[src/rtl/rca_config_loader_pkg.sv]
// Shared types and defaults for the RCA configuration loader: header layout,
// target encoding and FSM states.
package rca_config;

  localparam int NUM_RCAS           = 4;
  localparam int NUM_READ_PORTS     = 4;
  localparam int NUM_WRITE_PORTS    = 2;
  localparam int NUM_GRID_MUXES     = 64;
  localparam int GRID_MUX_INPUTS    = 8;
  localparam int IO_UNIT_MUX_INPUTS = 8;
  localparam int GRID_NUM_ROWS      = 4;

  localparam int HDR_TARGET_LSB = 29;
  localparam int HDR_TARGET_W   = 3;
  localparam int HDR_RCA_LSB    = 24;
  localparam int HDR_RCA_W      = 5;
  localparam int HDR_START_LSB  = 12;
  localparam int HDR_START_W    = 12;
  localparam int HDR_CNT_LSB    = 0;
  localparam int HDR_CNT_W      = 12;

  typedef enum logic [2:0] {
    CPU_SRC  = 3'd0,
    CPU_DEST = 3'd1,
    GRID     = 3'd2,
    IO       = 3'd3,
    RESULT   = 3'd4
  } rca_cfg_target_t;

  // Target is kept raw so illegal encodings 5-7 survive the cast
  typedef struct packed {
    logic [HDR_TARGET_W-1:0] target;
    logic [HDR_RCA_W-1:0]    rca;
    logic [HDR_START_W-1:0]  start;
    logic [HDR_CNT_W-1:0]    n_m1;
  } rca_cfg_header_t;

  typedef enum logic [1:0] {
    ST_IDLE  = 2'd0,
    ST_LOAD  = 2'd1,
    ST_DRAIN = 2'd2
  } rca_cfg_state_t;

  function automatic int idx_w(input int n);
    return (n > 1) ? $clog2(n) : 1;
  endfunction

endpackage

[src/rtl/rca_config_loader_if.sv]
// CPU-side configuration word channel (valid/ready).
interface rca_config_loader_if;
  logic [31:0] cfg_data;
  logic        cfg_valid;
  logic        cfg_ready;

  modport master (output cfg_data, output cfg_valid, input  cfg_ready);
  modport slave  (input  cfg_data, input  cfg_valid, output cfg_ready);
endinterface

[src/rtl/rca_config_hdr_check.sv]
// Combinational legality check of a packet header: target encoding, RCA id
// and whether the requested index range fits the target table.
module rca_config_hdr_check
  import rca_config::*;
#(
  parameter int NUM_RCAS        = rca_config::NUM_RCAS,
  parameter int NUM_READ_PORTS  = rca_config::NUM_READ_PORTS,
  parameter int NUM_WRITE_PORTS = rca_config::NUM_WRITE_PORTS,
  parameter int NUM_GRID_MUXES  = rca_config::NUM_GRID_MUXES,
  parameter int GRID_NUM_ROWS   = rca_config::GRID_NUM_ROWS
) (
  input  rca_cfg_header_t i_hdr,
  output logic            o_legal
);

  logic        w_target_ok;
  logic [31:0] w_depth;
  logic [31:0] w_end;

  always_comb begin
    w_target_ok = 1'b1;
    w_depth     = 32'd0;
    case (i_hdr.target)
      CPU_SRC:  w_depth = 32'(NUM_READ_PORTS);
      CPU_DEST: w_depth = 32'(NUM_WRITE_PORTS);
      GRID:     w_depth = 32'(NUM_GRID_MUXES);
      IO:       w_depth = 32'(GRID_NUM_ROWS);
      RESULT:   w_depth = 32'(NUM_WRITE_PORTS);
      default:  w_target_ok = 1'b0;
    endcase
  end

  // start + N computed wide so a 12-bit start plus 4096 entries cannot wrap
  assign w_end   = 32'(i_hdr.start) + 32'(i_hdr.n_m1) + 32'd1;
  assign o_legal = w_target_ok
                && (32'(i_hdr.rca) < 32'(NUM_RCAS))
                && (w_end <= w_depth);

endmodule

[src/rtl/rca_config_loader.sv]
// Turns header+payload configuration packets into single-cycle write strobes
// for the RCA configuration register file.
module rca_config_loader
  import rca_config::*;
#(
  parameter int NUM_RCAS           = rca_config::NUM_RCAS,
  parameter int NUM_READ_PORTS     = rca_config::NUM_READ_PORTS,
  parameter int NUM_WRITE_PORTS    = rca_config::NUM_WRITE_PORTS,
  parameter int NUM_GRID_MUXES     = rca_config::NUM_GRID_MUXES,
  parameter int GRID_MUX_INPUTS    = rca_config::GRID_MUX_INPUTS,
  parameter int IO_UNIT_MUX_INPUTS = rca_config::IO_UNIT_MUX_INPUTS,
  parameter int GRID_NUM_ROWS      = rca_config::GRID_NUM_ROWS,
  localparam int RCA_W    = idx_w(NUM_RCAS),
  localparam int PORT_W   = idx_w(NUM_READ_PORTS),
  localparam int GADDR_W  = idx_w(NUM_GRID_MUXES),
  localparam int GSEL_W   = idx_w(GRID_MUX_INPUTS),
  localparam int IOADDR_W = idx_w(GRID_NUM_ROWS),
  localparam int IOSEL_W  = idx_w(IO_UNIT_MUX_INPUTS),
  localparam int RADDR_W  = idx_w(NUM_WRITE_PORTS),
  localparam int RSEL_W   = idx_w(GRID_NUM_ROWS)
) (
  input  logic                clk,
  input  logic                rst,
  rca_config_loader_if.slave  cfg,
  output logic                busy,
  output logic                done,
  output logic                error,
  output logic [RCA_W-1:0]    rca_sel,
  output logic                cpu_reg_addr_wr_en,
  output logic [PORT_W-1:0]   cpu_port_sel,
  output logic                cpu_src_dest_port,
  output logic [4:0]          cpu_reg_addr,
  output logic                grid_mux_wr_en,
  output logic [GADDR_W-1:0]  grid_mux_addr,
  output logic [GSEL_W-1:0]   new_grid_mux_sel,
  output logic                io_mux_wr_en,
  output logic [IOADDR_W-1:0] io_mux_addr,
  output logic [IOSEL_W-1:0]  new_io_mux_sel,
  output logic                rca_result_mux_wr_en,
  output logic [RADDR_W-1:0]  rca_result_mux_addr,
  output logic [RSEL_W-1:0]   new_rca_result_mux_sel
);

  rca_cfg_state_t  r_state;
  rca_cfg_state_t  w_state_nxt;
  rca_cfg_header_t w_hdr;
  logic            w_hdr_legal;
  logic            w_hs;
  logic            w_last;
  logic [2:0]      r_target;
  logic [RCA_W-1:0] r_rca;
  logic [11:0]     r_count;
  logic [11:0]     r_index;

  assign w_hdr         = cfg.cfg_data;
  assign cfg.cfg_ready = 1'b1;
  assign w_hs          = cfg.cfg_valid & cfg.cfg_ready;
  assign w_last        = (r_count == 12'd0);

  rca_config_hdr_check #(
    .NUM_RCAS        (NUM_RCAS),
    .NUM_READ_PORTS  (NUM_READ_PORTS),
    .NUM_WRITE_PORTS (NUM_WRITE_PORTS),
    .NUM_GRID_MUXES  (NUM_GRID_MUXES),
    .GRID_NUM_ROWS   (GRID_NUM_ROWS)
  ) u_hdr_check (
    .i_hdr   (w_hdr),
    .o_legal (w_hdr_legal)
  );

  always_ff @(posedge clk) begin
    if (rst) r_state <= ST_IDLE;
    else     r_state <= w_state_nxt;
  end

  always_comb begin
    w_state_nxt = r_state;
    busy        = (r_state != ST_IDLE);
    case (r_state)
      ST_IDLE:  if (w_hs) w_state_nxt = w_hdr_legal ? ST_LOAD : ST_DRAIN;
      ST_LOAD:  if (w_hs && w_last) w_state_nxt = ST_IDLE;
      ST_DRAIN: if (w_hs && w_last) w_state_nxt = ST_IDLE;
      default:  w_state_nxt = ST_IDLE;
    endcase
  end

  // Strobes are registered: payload handshake in t shows up as wr_en in t+1
  always_ff @(posedge clk) begin
    if (rst) begin
      done                   <= 1'b0;
      error                  <= 1'b0;
      r_target               <= 3'd0;
      r_rca                  <= '0;
      r_count                <= 12'd0;
      r_index                <= 12'd0;
      rca_sel                <= '0;
      cpu_reg_addr_wr_en     <= 1'b0;
      cpu_port_sel           <= '0;
      cpu_src_dest_port      <= 1'b0;
      cpu_reg_addr           <= 5'd0;
      grid_mux_wr_en         <= 1'b0;
      grid_mux_addr          <= '0;
      new_grid_mux_sel       <= '0;
      io_mux_wr_en           <= 1'b0;
      io_mux_addr            <= '0;
      new_io_mux_sel         <= '0;
      rca_result_mux_wr_en   <= 1'b0;
      rca_result_mux_addr    <= '0;
      new_rca_result_mux_sel <= '0;
    end else begin
      done                 <= 1'b0;
      cpu_reg_addr_wr_en   <= 1'b0;
      grid_mux_wr_en       <= 1'b0;
      io_mux_wr_en         <= 1'b0;
      rca_result_mux_wr_en <= 1'b0;
      case (r_state)
        ST_IDLE: if (w_hs) begin
          error    <= 1'b0;
          r_target <= w_hdr.target;
          r_rca    <= w_hdr.rca[RCA_W-1:0];
          r_count  <= w_hdr.n_m1;
          r_index  <= w_hdr.start;
        end
        ST_LOAD: if (w_hs) begin
          r_index <= r_index + 12'd1;
          r_count <= r_count - 12'd1;
          done    <= w_last;
          rca_sel <= r_rca;
          case (r_target)
            CPU_SRC, CPU_DEST: begin
              cpu_reg_addr_wr_en <= 1'b1;
              cpu_port_sel       <= r_index[PORT_W-1:0];
              cpu_src_dest_port  <= (r_target == CPU_DEST);
              cpu_reg_addr       <= cfg.cfg_data[4:0];
            end
            GRID: begin
              grid_mux_wr_en   <= 1'b1;
              grid_mux_addr    <= r_index[GADDR_W-1:0];
              new_grid_mux_sel <= cfg.cfg_data[GSEL_W-1:0];
            end
            IO: begin
              io_mux_wr_en   <= 1'b1;
              io_mux_addr    <= r_index[IOADDR_W-1:0];
              new_io_mux_sel <= cfg.cfg_data[IOSEL_W-1:0];
            end
            RESULT: begin
              rca_result_mux_wr_en   <= 1'b1;
              rca_result_mux_addr    <= r_index[RADDR_W-1:0];
              new_rca_result_mux_sel <= cfg.cfg_data[RSEL_W-1:0];
            end
            default: ;
          endcase
        end
        ST_DRAIN: if (w_hs) begin
          r_count <= r_count - 12'd1;
          if (w_last) begin
            done  <= 1'b1;
            error <= 1'b1;
          end
        end
        default: ;
      endcase
    end
  end

endmodule

[src/flat_wrapper.sv]
// flat-port wrapper written by rule: the top's interface ports become plain ports
module rca_config_loader_flat import rca_config::*;
#(
  parameter int NUM_RCAS           = rca_config::NUM_RCAS,
  parameter int NUM_READ_PORTS     = rca_config::NUM_READ_PORTS,
  parameter int NUM_WRITE_PORTS    = rca_config::NUM_WRITE_PORTS,
  parameter int NUM_GRID_MUXES     = rca_config::NUM_GRID_MUXES,
  parameter int GRID_MUX_INPUTS    = rca_config::GRID_MUX_INPUTS,
  parameter int IO_UNIT_MUX_INPUTS = rca_config::IO_UNIT_MUX_INPUTS,
  parameter int GRID_NUM_ROWS      = rca_config::GRID_NUM_ROWS,
  localparam int RCA_W    = idx_w(NUM_RCAS),
  localparam int PORT_W   = idx_w(NUM_READ_PORTS),
  localparam int GADDR_W  = idx_w(NUM_GRID_MUXES),
  localparam int GSEL_W   = idx_w(GRID_MUX_INPUTS),
  localparam int IOADDR_W = idx_w(GRID_NUM_ROWS),
  localparam int IOSEL_W  = idx_w(IO_UNIT_MUX_INPUTS),
  localparam int RADDR_W  = idx_w(NUM_WRITE_PORTS),
  localparam int RSEL_W   = idx_w(GRID_NUM_ROWS)
)
  (clk, rst, busy, done, error, rca_sel, cpu_reg_addr_wr_en, cpu_port_sel, cpu_src_dest_port, cpu_reg_addr, grid_mux_wr_en, grid_mux_addr, new_grid_mux_sel, io_mux_wr_en, io_mux_addr, new_io_mux_sel, rca_result_mux_wr_en, rca_result_mux_addr, new_rca_result_mux_sel, cfg_cfg_data, cfg_cfg_valid, cfg_cfg_ready);
  rca_config_loader_if cfg_i ();
  input  logic clk;
  input  logic rst;
  output logic busy;
  output logic done;
  output logic error;
  output logic [RCA_W-1:0] rca_sel;
  output logic cpu_reg_addr_wr_en;
  output logic [PORT_W-1:0] cpu_port_sel;
  output logic cpu_src_dest_port;
  output logic [4:0] cpu_reg_addr;
  output logic grid_mux_wr_en;
  output logic [GADDR_W-1:0] grid_mux_addr;
  output logic [GSEL_W-1:0] new_grid_mux_sel;
  output logic io_mux_wr_en;
  output logic [IOADDR_W-1:0] io_mux_addr;
  output logic [IOSEL_W-1:0] new_io_mux_sel;
  output logic rca_result_mux_wr_en;
  output logic [RADDR_W-1:0] rca_result_mux_addr;
  output logic [RSEL_W-1:0] new_rca_result_mux_sel;
  input wire logic [$bits(cfg_i.cfg_data)-1:0] cfg_cfg_data;
  input wire logic [$bits(cfg_i.cfg_valid)-1:0] cfg_cfg_valid;
  output wire logic [$bits(cfg_i.cfg_ready)-1:0] cfg_cfg_ready;
  assign cfg_i.cfg_data = cfg_cfg_data;
  assign cfg_i.cfg_valid = cfg_cfg_valid;
  assign cfg_cfg_ready = cfg_i.cfg_ready;
  rca_config_loader #(.NUM_RCAS(NUM_RCAS), .NUM_READ_PORTS(NUM_READ_PORTS), .NUM_WRITE_PORTS(NUM_WRITE_PORTS), .NUM_GRID_MUXES(NUM_GRID_MUXES), .GRID_MUX_INPUTS(GRID_MUX_INPUTS), .IO_UNIT_MUX_INPUTS(IO_UNIT_MUX_INPUTS), .GRID_NUM_ROWS(GRID_NUM_ROWS)) u_core (.clk(clk), .rst(rst), .cfg(cfg_i), .busy(busy), .done(done), .error(error), .rca_sel(rca_sel), .cpu_reg_addr_wr_en(cpu_reg_addr_wr_en), .cpu_port_sel(cpu_port_sel), .cpu_src_dest_port(cpu_src_dest_port), .cpu_reg_addr(cpu_reg_addr), .grid_mux_wr_en(grid_mux_wr_en), .grid_mux_addr(grid_mux_addr), .new_grid_mux_sel(new_grid_mux_sel), .io_mux_wr_en(io_mux_wr_en), .io_mux_addr(io_mux_addr), .new_io_mux_sel(new_io_mux_sel), .rca_result_mux_wr_en(rca_result_mux_wr_en), .rca_result_mux_addr(rca_result_mux_addr), .new_rca_result_mux_sel(new_rca_result_mux_sel));
endmodule
[config.mk]
export PLATFORM = sky130hd
export DESIGN_NAME = rca_config_loader_flat
export DESIGN_NICKNAME = d
export VERILOG_FILES = /design/src/rtl/rca_config_loader_pkg.sv /design/src/rtl/rca_config_loader_if.sv /design/src/rtl/rca_config_hdr_check.sv /design/src/rtl/rca_config_loader.sv /design/src/flat_wrapper.sv
export SDC_FILE = /design/constraint.sdc
export NUM_CORES = 1
export LEC_CHECK = 0
export ABC_AREA = 1
export CELL_PAD_IN_SITES_DETAIL_PLACEMENT = 2
export CELL_PAD_IN_SITES_GLOBAL_PLACEMENT = 2
export CORE_MARGIN = 3
export CORE_UTILIZATION = 30
export DETAILED_ROUTE_END_ITERATION = 6
export GPL_ROUTABILITY_DRIVEN = 0
export GPL_TIMING_DRIVEN = 0
export MAX_ROUTING_LAYER = met4
export PLACE_DENSITY = 0.84
export SKIP_CTS_REPAIR_TIMING = 1
export SKIP_LAST_GASP = 1
export SLEW_MARGIN = 20
export SYNTH_ARGS = -nofsm -noshare
export SYNTH_HDL_FRONTEND = slang
export SYNTH_SLANG_ARGS = --single-unit
export TNS_END_PERCENT = 100
[constraint.sdc]
create_clock -name clk -period 6.1 [get_ports clk]
set_input_delay 1.525 -clock clk [delete_from_list [all_inputs] [get_ports clk]]
set_output_delay 1.525 -clock clk [all_outputs]
set_load 0.03 [all_outputs]
### Yosys cells after proc, flatten, opt, wreduce, memory -nomap -nowiden

Cells that the tools add are included.

| operators by class | value |
|---|---|
| add/sub/neg operators | 4 |
| magnitude comparators | 2 |
| equality and inequality tests | 16 |
| multiplexer cells | 24 |
| bitwise operators | 2 |
| reduce and logical (&&, ||, !) cells | 27 |

Operator list:

| kind | number |
|---|---|
| 2-to-1 mux 12 bit | 4 |
| case mux 12 bit (2 select lines) | 2 |
| adder 32 x 1 -> 32 bit, second input constant | 1 |
| <= comparator 32 bit | 1 |
| case mux 7 bit (3 select lines) | 1 |
| AND reduction 3 bit | 6 |
| adder 12 x 12 -> 13 bit | 1 |
| adder 12 x 1 -> 12 bit, second input constant | 1 |
| equality test 3 x 2 -> 1 bit, second input constant | 4 |
| zero test 12 bit | 1 |
| subtractor 12 x 1 -> 12 bit, second input constant | 1 |
| 2-to-1 mux 1 bit | 11 |
| nonzero test 2 bit | 4 |
| OR reduction 2 bit | 4 |
| equality test 3 x 1 -> 1 bit, second input constant | 2 |
| equality test 3 bit, second input constant | 2 |
| zero test 3 bit | 2 |
| 2-to-1 mux 2 bit | 3 |
| inequality test 2 x 1 -> 1 bit, second input constant | 3 |
| inequality test 2 bit, second input constant | 3 |
| AND reduction 2 bit | 3 |
| less-than comparator 5 x 3 -> 1 bit, second input constant | 1 |
| OR reduction 5 bit | 1 |
| case mux 1 bit (2 select lines) | 2 |
| 8 further kinds | 11 |

| storage, ports and cells | value |
|---|---|
| flip-flop bits (word level) | 64 |
| bits of input ports | 35 |
| output and inout port bits | 35 |
| logic and storage cells | 96 |

### Logic depth before layout (Yosys ltp)

| logic depth | value |
|---|---|
| depth after elaboration | 8 |
| mapped depth | 21 |
| depth with buffers taken out | 21 |

### Cells and area by module

A second synthesis with hierarchy kept.

| second synthesis, totals | value |
|---|---|
| cells, all modules | 515 |
| area total of the unflattened synthesis | 3443.3 µm² |

By module, submodules not included:

| module | times used | cells an instance | area each (µm²) | seq. area each (µm²) |
|---|---|---|---|---|
| rca_config_loader | 1 | 352 | 2597.5 | 1161.1 |
| rca_config_hdr_check | 1 | 163 | 845.8 | 0.0 |

### Least setup slack after synthesis

Ideal clock, no wire load.

| path | value |
|---|---|
| path type | in2reg |
| from | in cfg_cfg_data[0] |
| to | reg u_core.r_state[1] |
| setup time | 132 ps |
| arrival time | 3827 ps |
| required time | 5968 ps |
| path slack | 2141 ps |
| stages | 20 |
| buffers on the path | 0 |
| cell sequence | ha_1 -> inv_1 -> fa_1 -> inv_1 -> ha_1 -> inv_1 -> nor2_2 -> nand3_2 -> nor2_2 -> xor2_1 -> ha_1 -> nand4_1 -> a21oi_1 -> nand3_1 -> nor2_1 -> a21oi_1 -> nor2_2 -> nand2_1 -> nand2_1 -> a21oi_1 |

| on the way | value |
|---|---|
| longest elaborated chain between the ends | 7 |

RTL lines:

| what | line | RTL |
|---|---|---|
| start: declaration | flat_wrapper.sv:41 | `input wire logic [$bits(cfg_i.cfg_data)-1:0] cfg_cfg_data;` |
| adder 12 x 12 -> 13 bit | rca_config_hdr_check.sv:34 | `assign w_end = 32'(i_hdr.start) + 32'(i_hdr.n_m1) + 32'd1;` |
| adder 32 x 1 -> 32 bit | rca_config_hdr_check.sv:34 |  |
| <= comparator 32 bit | rca_config_hdr_check.sv:37 | `&& (w_end <= w_depth);` |
| logical AND 1 bit | rca_config_hdr_check.sv:37 |  |
| 2-to-1 mux 2 bit (2 in series) | rca_config_loader.sv:80 | `ST_IDLE: if (w_hs) w_state_nxt = w_hdr_legal ? ST_LOAD : ST_DRAIN;` |
| case mux 2 bit (2 select lines) | rca_config_loader.sv:79 | `case (r_state)` |
| end signal: assignment | rca_config_loader.sv:73 | `else r_state <= w_state_nxt;` |
| end: declaration | rca_config_loader.sv:44 | `rca_cfg_state_t r_state;` |

Every way passes these cells. The select of a mux whose other input is x is not followed.
A chain may end at the register's enable or synchronous reset.

### Final worst setup path

Same ends and word-level chain as after synthesis.

==> impl_metrics.csv <==
group,metric,value,unit
power_and_ir_drop,p_sw,0.0003923,W
layout,multiInputGateArea,2198,um^2
drt,drtIter0Drc,205,
drt,drc,0,
clocking,cts_buffer_depth,2,
clocking,clock_latency,0.33,ns
layout,register_area,1161,um^2
global_routing,antenna_found_initial,0,
critical_path,worst_path_max_delay_cell,"clkdlybuf4s50_1",
floorplan,die-area,13670,um^2
sta,maxSlewHeadroom,33.46,%
layout,fin_nets,704,
clocking,numCtsBuffers,9,
floorplan,die_x,116.9,um
drt,final_antenna_net_count,0,
global_routing,grt_pass1_vias,4494,
sta,worstMarginPinSlew,0.9889,ns
synth,synth_seq_area_share,31.47,%
power_and_ir_drop,p_total,0.001260,W
sta,finalSetupViolCount,0,
flow_run,max_cap_violations,0,
global_routing,globalRouteOverflowTotal,0,
synth,ys_seq_elements,58,
synth,syn_avg_cell_area,6.496,um^2
placed_design,dp_hpwl,11170,um
critical_path,path_cells,"clkdlybuf4s50_1 > ha_1 > inv_1 > fa_1 > inv_1 > nand2_1 > nand2_2 > nand3_1 > nand2_1 > nand3_2 > nor2_2 > xor2_1 > ha_1 > nand4_1 > a21oi_1 > nand3_1 > nor2_1 > a21oi_1 > nor2_2 > nand2_1 > nand2_1 > a21oi_1",
global_routing,grt_max_degree,11,
placed_design,port_buffers,68,
synth,syn-cell-area,3690,um^2
critical_path,worstSetupPathType,"primary input to flip-flop",
floorplan,fp.coreArea,11710,um^2
clocking,htreeDepth,3,
critical_path,required,6.29,ns
sta,min_period,4.825,ns
run_status,status,"completed",
min_path,hp-class,"flip-flop to flip-flop",
layout,antenna_cells,0,
clocking,cts_tree,"done",
synth,yosys_warnings,0,
power_and_ir_drop,seqPwrFrac,32.7,%
sta,rsz0062_at_grt,"false",
floorplan,row_count,39,
sta,drv_slew,0,
floorplan,start_util,31.51,%
power_and_ir_drop,p_clk_share,43.8,%
drt,post_drt_wl_per_cell,17.93,um
drt,viasPerCell,5.230,
layout,area_delta_synth_final,31.98,%
synth,synth_ff_type,"dfxtp_1",
critical_path,startpoint_type,"primary input",
critical_path,crit_path_end_kind,"flip-flop",
power_and_ir_drop,p_comb_share,23.5,%
critical_path,crit_path_max_fanout,6,
floorplan,die_h,116.9,um
power_and_ir_drop,sw_frac_of_total,31.13,%
synth,synth_edf_count,0,
power_and_ir_drop,p_per_area,258.8,nW/um^2
synth,syn_inst,568,
power_and_ir_drop,peakVddDrop,0.0001520,V
drt,drt_first_pass_iters,4,
power_and_ir_drop,p_int,0.0008677,W
synth,synth.net_count,625,
sta,fmax,207.3,MHz
global_routing,grt_pass1_wl,22960,um
drt,wirelength,14260,um
layout,fin_area,4870,um^2
global_routing,grt_use_total,22.06,%
drt,vias,4158,
critical_path,worstPathArrival,5.01,ns
critical_path,max_stage_delay,0.68,ns
layout,drive_gt1_share,7.362,%
placed_design,dpl_cell_area,4549,um^2
sta,finalHoldViolCount,0,
clocking,path_clk_slew,0.05,ns
clocking,clock-sinks,58,
layout,fill_cells,1423,
sta,totalNegativeSetupSlack,0,ns
critical_path,critical_path.most_common_cell,"nand2_1",
sta,final.period_utilization,79.10,%
sta,clock_skew,0.006265,ns
synth,synthDistinctLibCells,35,
clocking,root_buffer,"clkbuf_16",
synth,synthArstFlopShare,0,%
floorplan,ios,70,
power_and_ir_drop,p_leak,2.151,nW
worst paths after layout:
| path | startpoint | endpoint | slack (ns) | depth (start not counted) |
|---|---|---|---|---|
| setup / recovery | cfg_cfg_data[0] | u_core.r_state[1] | 1.28 | 22 |
| hold / removal | u_core.new_io_mux_sel[2] | u_core.new_io_mux_sel[2] | 0.49 | 2 |
| setup reg to reg | u_core.r_state[1] | u_core.r_count[1] | 3.54 | 9 |
| hold reg to reg | u_core.new_io_mux_sel[2] | u_core.new_io_mux_sel[2] | 0.49 | 2 |
cell type report:
cell class                      instances  share of cell area (%)
Buffer                                 14                   1.156
Clock buffer                           11                   4.985
Clock inverter                          5                   1.593
Inverter                               73                   5.627
Multi-Input combinational cell        423                   45.14
Sequential cell                        58                   23.84
Tap cell                              143                   3.674
Timing Repair Buffer                   68                   13.98
sequential cells by signal, indices dropped and copies added (netlist names), 2 cells and up:
signal / flops
u_core.r_count: 12
u_core.cpu_reg_addr: 5
u_core.new_grid_mux_sel: 3
u_core.r_state: 2
u_core.rca_sel: 2
u_core.new_io_mux_sel: 3
u_core.io_mux_addr: 2
u_core.grid_mux_addr: 6
u_core.r_index: 6
u_core.cpu_port_sel: 2
u_core.r_target: 3
u_core.r_rca: 2
u_core.new_rca_result_mux_sel: 2
cell families (layout without fill, tap and decap cells):
family | count (synthesis) | count (layout) | share of synthesized area, %
DFF | 58 | 58 | 31.47
xor gates and xnor gates | 4 | 4 | 0.9496
other | 1 | 1 | 0.1016
and+or+nand+nor | 273 | 273 | 32.89
adders and majority gates | 22 | 22 | 7.664
AOI/OAI and AO/OA | 123 | 123 | 17.97
buffers and inverters | 87 | 171 | 8.952
synth_stat cells, drive strengths merged (4+ instances only):
cell type  instances  area share, %
nand2            128             14
nor2              79            8.8
inv               73            7.4
dfxtp             58             31
o21ai             56            7.6
a21oi             48            6.7
nand3             45            6.9
ha                21            7.1
clkbuf            12            1.2
nor3               8            1.1
nand4              6            1.0
a31oi              4           0.68
o211ai             4           0.81
o22ai              4           0.68
power groups by stage:
| stage | Sequential, W | Combinational (W) | Clock, W |
|---|---|---|---|
| 5_1_grt | 0.000414 | 0.000339 | 0.000572 |
| 6_report | 0.000412 | 0.000296 | 0.000552 |
| 2_1_floorplan | 0.000414 | 0.000198 | 0 |
| 4_1_cts | 0.000412 | 0.000300 | 0.000556 |
| 3_5_place_dp | 0.000419 | 0.000294 | 0 |
| 3_3_place_gp | 0.000417 | 0.000278 | 0 |
metal layers:
metal  share of wire [%]  wire length (um)  global-route usage [%]
met1                  45              6421                   26.59
met2                  51              7202                   38.23
met4                 1.7               240                   7.110
met3                 2.8               394                   2.776
met5                   0                 0                       -
metrics by stage:
stage                     hold slack (ns)  utilization (%)  cells  setup WS (ns)
after floorplan                    0.4495                -    568          2.141
after global placement             0.4624            38.85    779         0.9662
after detailed placement           0.4813            38.85    779         0.9066
after CTS                          0.4941            41.58    795          1.217
after global routing               0.5241            41.58    795         0.9071
final                              0.4913            41.58    795          1.275
cells in the final DEF, fill, tap and decap left out, drive strengths merged:
cell / netlist / routed
nor4: 2 / 2
nor3b: 1 / 1
o21ai: 56 / 56
nor2: 79 / 79
o21bai: 2 / 2
clkdlybuf4s50: 0 / 68
a21oi: 48 / 48
clkbuf: 12 / 23
xor2: 3 / 3
o211ai: 4 / 4
a21boi: 1 / 1
o22ai: 4 / 4
a211oi: 2 / 2
nand3b: 3 / 3
buf: 2 / 2
nor3: 8 / 8
clkinv: 0 / 2
conb: 1 / 1
a31oi: 4 / 4
ha: 21 / 21
dfxtp: 58 / 58
a221oi: 2 / 2
inv: 73 / 73
nand3: 45 / 45
or2: 1 / 1
bufinv: 0 / 2
xnor2: 1 / 1
clkinvlp: 0 / 1
fa: 1 / 1
nand4: 6 / 6
nand2: 128 / 128
worst max-delay path: cells and delay by family:
family	cells	cell delay [ns]
AO/OA/AOI/OAI	3	0.24
XOR/XNOR	1	0.09
AND/OR/NAND/NOR	12	1.30
adder cells (fa/ha/maj)	3	0.96
buffers and inverters	3	0.88
Note: power is estimated with default switching activity, not from simulation.
